### src/rtl/adc_sched_pkg.sv
// Shared types and constants for the ADC sample scheduler.
package adc_sched_pkg;

  localparam int DATA_W   = 8;
  localparam int CHAN_W   = 1;
  localparam int NUM_CHAN = 2;
  localparam int AVG_LOG2 = 2;

  typedef logic [2:0] state_t;

  localparam state_t HOLDOFF     = 3'd0;
  localparam state_t PRIME_START = 3'd1;
  localparam state_t IDLE        = 3'd2;
  localparam state_t START       = 3'd3;
  localparam state_t WAIT        = 3'd4;
  localparam state_t STORE       = 3'd5;

  // Counters only ever hold values up to (CYC - 1), so clog2 of the largest CYC is enough.
  function automatic int cnt_width(input int a, input int b, input int c);
    int m;
    m = a;
    if (b > m) m = b;
    if (c > m) m = c;
    return (m < 2) ? 1 : $clog2(m);
  endfunction

endpackage

### src/rtl/adc_sched_avg.sv
// Per-channel 4-sample accumulator; only instantiated when ADC_SCHED_AVG_EN is defined.
module adc_sched_avg
  import adc_sched_pkg::*;
(
  input  logic              clk,
  input  logic              rst_n,
  input  logic              clr,
  input  logic              in_valid,
  input  logic [CHAN_W-1:0] in_chan,
  input  logic [DATA_W-1:0] in_data,
  output logic              out_valid,
  output logic [DATA_W-1:0] out_data
);

  localparam int SUM_W = DATA_W + AVG_LOG2;
  localparam logic [AVG_LOG2-1:0] CNT_ONE = AVG_LOG2'(1);

  logic [NUM_CHAN-1:0][SUM_W-1:0] sum_next;
  logic [NUM_CHAN-1:0]            last;

  genvar gi;
  for (gi = 0; gi < NUM_CHAN; gi++) begin : g_acc
    logic [SUM_W-1:0]    sum_reg;
    logic [AVG_LOG2-1:0] cnt_reg;

    assign sum_next[gi] = sum_reg + SUM_W'(in_data);
    assign last[gi]     = &cnt_reg;

    always_ff @(posedge clk) begin
      if (!rst_n || clr) begin
        sum_reg <= '0;
        cnt_reg <= '0;
      end else if (in_valid && (in_chan == CHAN_W'(gi))) begin
        if (last[gi]) begin
          sum_reg <= '0;
          cnt_reg <= '0;
        end else begin
          sum_reg <= sum_next[gi];
          cnt_reg <= cnt_reg + CNT_ONE;
        end
      end
    end
  end

  // The final sample is folded in combinationally so the mean leaves with the 4th result.
  assign out_valid = in_valid && last[in_chan];
  assign out_data  = sum_next[in_chan][SUM_W-1:AVG_LOG2];

endmodule

### src/rtl/adc_sample_scheduler.sv
// Conversion scheduler for an 8-bit dual-channel serial ADC: hold-off, periodic starts, pipelined channel attribution.
// Define ADC_SCHED_AVG_EN to publish the mean of every 4 results per channel instead of each result.
module adc_sample_scheduler
  import adc_sched_pkg::*;
#(
  parameter int         HOLDOFF_CYC = 4800,
  parameter int         PERIOD_CYC  = 480,
  parameter int         TIMEOUT_CYC = 256,
  parameter logic [1:0] CHAN_MASK   = 2'b11
) (
  input  logic       sys_clk,
  input  logic       rst_n,
  input  logic       en,
  output logic       adc_start,
  output logic       adc_chan,
  input  logic       adc_done,
  input  logic [7:0] adc_data,
  output logic [7:0] ch0_data,
  output logic [7:0] ch1_data,
  output logic       sample_valid,
  output logic       sample_chan,
  output logic       timeout_err,
  output logic       overrun
);

  localparam int CNT_W = cnt_width(HOLDOFF_CYC, PERIOD_CYC, TIMEOUT_CYC);
  localparam logic [CNT_W-1:0] HOLDOFF_LAST = CNT_W'(HOLDOFF_CYC - 1);
  localparam logic [CNT_W-1:0] PERIOD_LAST  = CNT_W'(PERIOD_CYC - 1);
  localparam logic [CNT_W-1:0] TIMEOUT_LAST = CNT_W'(TIMEOUT_CYC - 1);
  localparam logic [CNT_W-1:0] CNT_ONE      = CNT_W'(1);

  // Next enabled channel in ascending order, wrapping; a single-bit mask always returns itself.
  function automatic logic [CHAN_W-1:0] next_chan(input logic [CHAN_W-1:0] cur);
    logic [CHAN_W-1:0] cand;
    next_chan = cur;
    for (int i = NUM_CHAN; i >= 1; i--) begin
      cand = CHAN_W'((int'(cur) + i) % NUM_CHAN);
      if (CHAN_MASK[cand]) next_chan = cand;
    end
  endfunction

  localparam logic [CHAN_W-1:0] FIRST_CHAN = next_chan(CHAN_W'(NUM_CHAN - 1));

  state_t            state_reg, state_next;
  logic [CNT_W-1:0]  holdoff_cnt_reg, holdoff_cnt_next;
  logic [CNT_W-1:0]  period_cnt_reg, period_cnt_next;
  logic [CNT_W-1:0]  timeout_cnt_reg, timeout_cnt_next;
  logic [CHAN_W-1:0] chan_reg, chan_next;
  logic [CHAN_W-1:0] prev_chan_reg, prev_chan_next;
  logic              prime_reg, prime_next;
  logic              sample_valid_reg, sample_chan_reg;
  logic              timeout_err_reg, overrun_reg;

  logic              tick, holdoff_exit, timeout_hit, accept_store;
  logic              store_fire;
  logic [DATA_W-1:0] store_data;
  logic [NUM_CHAN-1:0][DATA_W-1:0] ch_q;

  assign tick         = (state_reg != HOLDOFF) && (period_cnt_reg == PERIOD_LAST);
  assign timeout_hit  = en && (state_reg == WAIT) && !adc_done && (timeout_cnt_reg == TIMEOUT_LAST);
  assign accept_store = en && (state_reg == WAIT) && adc_done && !prime_reg;
  assign holdoff_exit = (state_reg == HOLDOFF) && (state_next == PRIME_START);

  always_comb begin
    state_next = state_reg;
    if (!en) begin
      state_next = HOLDOFF;
    end else begin
      case (state_reg)
        HOLDOFF:            if (holdoff_cnt_reg == HOLDOFF_LAST) state_next = PRIME_START;
        PRIME_START, START: state_next = WAIT;
        WAIT: begin
          // A done pulse in the expiry cycle still counts as a good conversion.
          if (adc_done)                             state_next = prime_reg ? IDLE : STORE;
          else if (timeout_cnt_reg == TIMEOUT_LAST) state_next = HOLDOFF;
        end
        STORE:              state_next = IDLE;
        IDLE:               if (tick) state_next = START;
        default:            state_next = HOLDOFF;
      endcase
    end
  end

  always_comb begin
    holdoff_cnt_next = ((state_reg == HOLDOFF) && en && !holdoff_exit) ? holdoff_cnt_reg + CNT_ONE : '0;
    period_cnt_next  = ((state_reg == HOLDOFF) || (state_next == HOLDOFF) || tick) ? '0
                                                                                  : period_cnt_reg + CNT_ONE;
    timeout_cnt_next = (state_reg == WAIT) ? timeout_cnt_reg + CNT_ONE : '0;

    chan_next      = chan_reg;
    prev_chan_next = prev_chan_reg;
    prime_next     = prime_reg;
    if (holdoff_exit) begin
      chan_next  = FIRST_CHAN;
      prime_next = 1'b1;
    end else if (state_next == START) begin
      // The ADC returns the previous address's result while this one is shifted out.
      prev_chan_next = chan_reg;
      chan_next      = next_chan(chan_reg);
      prime_next     = 1'b0;
    end
  end

  always_ff @(posedge sys_clk) begin
    if (!rst_n) begin
      state_reg        <= HOLDOFF;
      holdoff_cnt_reg  <= '0;
      period_cnt_reg   <= '0;
      timeout_cnt_reg  <= '0;
      chan_reg         <= '0;
      prev_chan_reg    <= '0;
      prime_reg        <= 1'b0;
      sample_valid_reg <= 1'b0;
      sample_chan_reg  <= 1'b0;
      timeout_err_reg  <= 1'b0;
      overrun_reg      <= 1'b0;
    end else begin
      state_reg        <= state_next;
      holdoff_cnt_reg  <= holdoff_cnt_next;
      period_cnt_reg   <= period_cnt_next;
      timeout_cnt_reg  <= timeout_cnt_next;
      chan_reg         <= chan_next;
      prev_chan_reg    <= prev_chan_next;
      prime_reg        <= prime_next;
      sample_valid_reg <= store_fire;
      if (store_fire) sample_chan_reg <= prev_chan_reg;
      timeout_err_reg  <= en && (timeout_err_reg || timeout_hit);
      overrun_reg      <= en && (overrun_reg || (tick && (state_reg != IDLE)));
    end
  end

`ifdef ADC_SCHED_AVG_EN
  logic avg_clr;
  assign avg_clr = !en || timeout_hit;

  adc_sched_avg u_avg (
    .clk      (sys_clk),
    .rst_n    (rst_n),
    .clr      (avg_clr),
    .in_valid (accept_store),
    .in_chan  (prev_chan_reg),
    .in_data  (adc_data),
    .out_valid(store_fire),
    .out_data (store_data)
  );
`else
  assign store_fire = accept_store;
  assign store_data = adc_data;
`endif

  genvar gi;
  for (gi = 0; gi < NUM_CHAN; gi++) begin : g_ch
    logic [DATA_W-1:0] data_reg;
    always_ff @(posedge sys_clk) begin
      if (!rst_n) begin
        data_reg <= '0;
      end else if (store_fire && (prev_chan_reg == CHAN_W'(gi))) begin
        data_reg <= store_data;
      end
    end
    assign ch_q[gi] = data_reg;
  end

  assign adc_start    = (state_reg == PRIME_START) || (state_reg == START);
  assign adc_chan     = chan_reg;
  assign ch0_data     = ch_q[0];
  assign ch1_data     = ch_q[1];
  assign sample_valid = sample_valid_reg;
  assign sample_chan  = sample_chan_reg;
  assign timeout_err  = timeout_err_reg;
  assign overrun      = overrun_reg;

endmodule

### config.mk
export PLATFORM = sky130hd
export DESIGN_NAME = adc_sample_scheduler
export DESIGN_NICKNAME = d
export VERILOG_FILES = /design/src/rtl/adc_sched_pkg.sv /design/src/rtl/adc_sched_avg.sv /design/src/rtl/adc_sample_scheduler.sv
export SDC_FILE = /design/constraint.sdc
export NUM_CORES = 1
export LEC_CHECK = 0
export BUFFER_PORTS_ARGS = -buffer_cell sky130_fd_sc_hd__buf_2
export CAP_MARGIN = 10
export CORE_MARGIN = 2
export CORE_UTILIZATION = 61
export DETAILED_ROUTE_END_ITERATION = 16
export PLACE_DENSITY_LB_ADDON = 0.08
export SYNTH_ARGS = -nofsm -noshare
export SYNTH_HDL_FRONTEND = slang
export SYNTH_SLANG_ARGS = --single-unit
export TNS_END_PERCENT = 50
### constraint.sdc
create_clock -name sys_clk -period 4.5 [get_ports sys_clk]
set_clock_uncertainty 0.2 [all_clocks]
set_input_delay 0.45 -clock sys_clk [delete_from_list [all_inputs] [get_ports sys_clk]]
set_output_delay 0.45 -clock sys_clk [all_outputs]
set_load 0.02 [all_outputs]
==> impl_metrics.csv <==
group,metric,value,unit
critical_path,arrival,2.30,ns
critical_path,cp-start-kind,"flop",
logic_synthesis,synthArstFlopShare,0,%
logic_synthesis,ys_ff_latch,65,
die,initial_core_util,62.6,%
placement,dp_cells,361,
detailed_routing,first_pass_iters,4,
critical_path,crit-reg2reg-launch,"timeout_cnt_reg[0]",
layout,final-instance-count-excl-fill,376,
placement,dp_hpwl,3110,um
detailed_routing,wl,4510,um
clocking,cts_setup_buffers,0,
layout,final_cell_mix,"65 x dfxtp_1, 45 x nor2_1, 33 x buf_2",
logic_synthesis,synth_seq_area_share,48.1,%
layout,areaGrowthSynthToFinish,14.4,%
logic_synthesis,synthCells,286,
timing,maxSlewViolCount,0,
detailed_routing,post-route-drc-count,0,
clocking,cts_inserted_buffers,9,
die,fp.dieW,70.6,um
detailed_routing,routed-via-count,2003,
detailed_routing,routedWlPerCell,12.0,um
timing,tightestPinTransition,0.591,ns
detailed_routing,ant_nets,0,
power_and_ir_drop,ir_drop,0.000238,V
layout,fin_area,3100,sq um
clocking,root_buffer,"clkbuf_8",
grt,grtUsageTotal,19.9,%
clocking,numClockSinks,65,
clocking,h-tree-depth,3,
min_path,hold_path_class,"primary input to flop",
logic_synthesis,synth.cell_area,2710,sq um
timing,min_period_over_period,51.1,%
clocking,clk_pin_slew,0.07,ns
critical_path,r2r_setup_slack,2.20,ns
die,core_region_area,4320,sq um
detailed_routing,viasPerCell,5.33,
timing,max_freq,0.435,GHz
layout,fill_cells,355,
layout,final_nets,335,
clocking,clockBufferDepth,2,
timing,final-setup-viol-count,0,
placement,place_congestion,0.778,
outcome,outcome,"completed",
min_path,min_from,"adc_data[5]",
timing,period_minus_slack,2.30,ns
grt,grt_max_degree,29,
timing,final_hold_viol_count,0,
placement,placed_area,2890,sq um
clocking,hold_buffers,0,
die,rows,24,
timing,tns,0,ns
logic_synthesis,ys_warn_count,0,
grt,antenna_found_initial,0,
placement,portBuffers,33,
layout,diodes,0,
die,io_pins,34,
grt,overflow,0,
grt,grt_pass1_vias,1837,
critical_path,cp.required,4.50,ns
run,drv_cap,0,
timing,rsz0062_at_grt,"false",
timing,timing.slew.headroom,60.5,%
clocking,clk_latency,0.34,ns
logic_synthesis,synth.distinct_cells,44,
critical_path,worstPathMaxFanout,13,
die,die_h,70.6,um
logic_synthesis,syn-num-nets,301,
critical_path,crit_start,"timeout_cnt_reg[0]",
critical_path,worstSetupEndpointType,"flop",
power_and_ir_drop,power_density,364,nW/um^2
detailed_routing,drt_iter0_drc,85,
logic_synthesis,synth-edff-count,0,
logic_synthesis,synthFlopType,"dfxtp_1",
critical_path,path_class,"flop to flop",
clocking,ctsResizeCount,0,
power_and_ir_drop,cellLeakagePower,0.00127,uW
clocking,cts_tree,"done",
layout,drive_above_1_share,16.4,%
layout,final_common_cell,"dfxtp_1",
die,die_area,4990,sq um
logic_synthesis,avgSynthCellArea,9.46,sq um
grt,grt_pass1_wl,7950,um
## critical path, cell delays in order (launching register included)
cell and delay (ns):
dfxtp_1 0.38, ha_1 0.20, nand3_1 0.20, nand4bb_1 0.25, a31oi_1 0.34, a41o_1 0.51, nor2_1 0.10
## kinds of logic after synthesis
family	after synthesis	share of synthesized area, %
compound gates	17	4.39
xor+xnor	31	10.0
fa+ha+maj	3	1.39
buf+inv	15	2.59
flops	65	48.1
mux	17	6.29
simple gates	138	27.2
## stage by stage
step	utilization, %	setup WS [ns]	power (uW)	hold slack, ns
after floorplan	-	2.46	600	0.230
after global placement	66.7	2.28	607	0.244
after detailed placement	66.7	2.20	607	0.246
after CTS	71.6	2.19	1140	0.170
after global routing	71.6	1.99	1160	0.197
final	71.6	2.20	1130	0.181
## synth_stat cells (all sizes together) (4+ instances only)
library cell  count  area (sq um)
buf               4          28.8
nand2            18          67.6
xnor2            14           123
xor2             17           149
and3              9          57.6
nor2             45           169
clkbuf            6          22.5
dfxtp            65          1300
and4              4          35.0
nand4             6          37.5
inv               5          18.8
nor2b            18           113
nor3              4          20.0
a21oi             4          20.0
mux2i            17           170
nand3            18          90.1
## routing by layer
metal / up-vias / GRT usage (%) / share of wire (%)
met5: - / 0 / 0
met4: 0 / 10.7 / 2.0
met3: 10 / 4.56 / 3.8
met2: 32 / 30.2 / 44
met1: 913 / 26.5 / 50
li1: 1048 / - / -
## power breakdown
group          leakage, uW  total, uW  switching [uW]  internal (uW)
logic             0.000643       17.5            10.0           7.54
clock network     0.000106        533             210            324
registers         0.000524        577           0.787            576
## final cells by class
type / instances / area, sq um / area share, %
multi-input cells: 206 / 1340 / 43.1
flip-flops and latches: 65 / 1300 / 42.0
repair buffers: 33 / 165 / 5.34
clock buffers: 12 / 145 / 4.69
clock inverters: 3 / 65.1 / 2.10
well taps: 52 / 65.1 / 2.10
inverters: 5 / 18.8 / 0.606
## path summary, 6_finish.rpt
path | end | cells past startpoint
worst max-delay path | holdoff_cnt_reg[8] | 6
worst min-delay path | ch1_data[5] | 3
worst max register to register | holdoff_cnt_reg[8] | 6
worst min register to register | overrun | 2
Power figures use the tool's default switching activity.
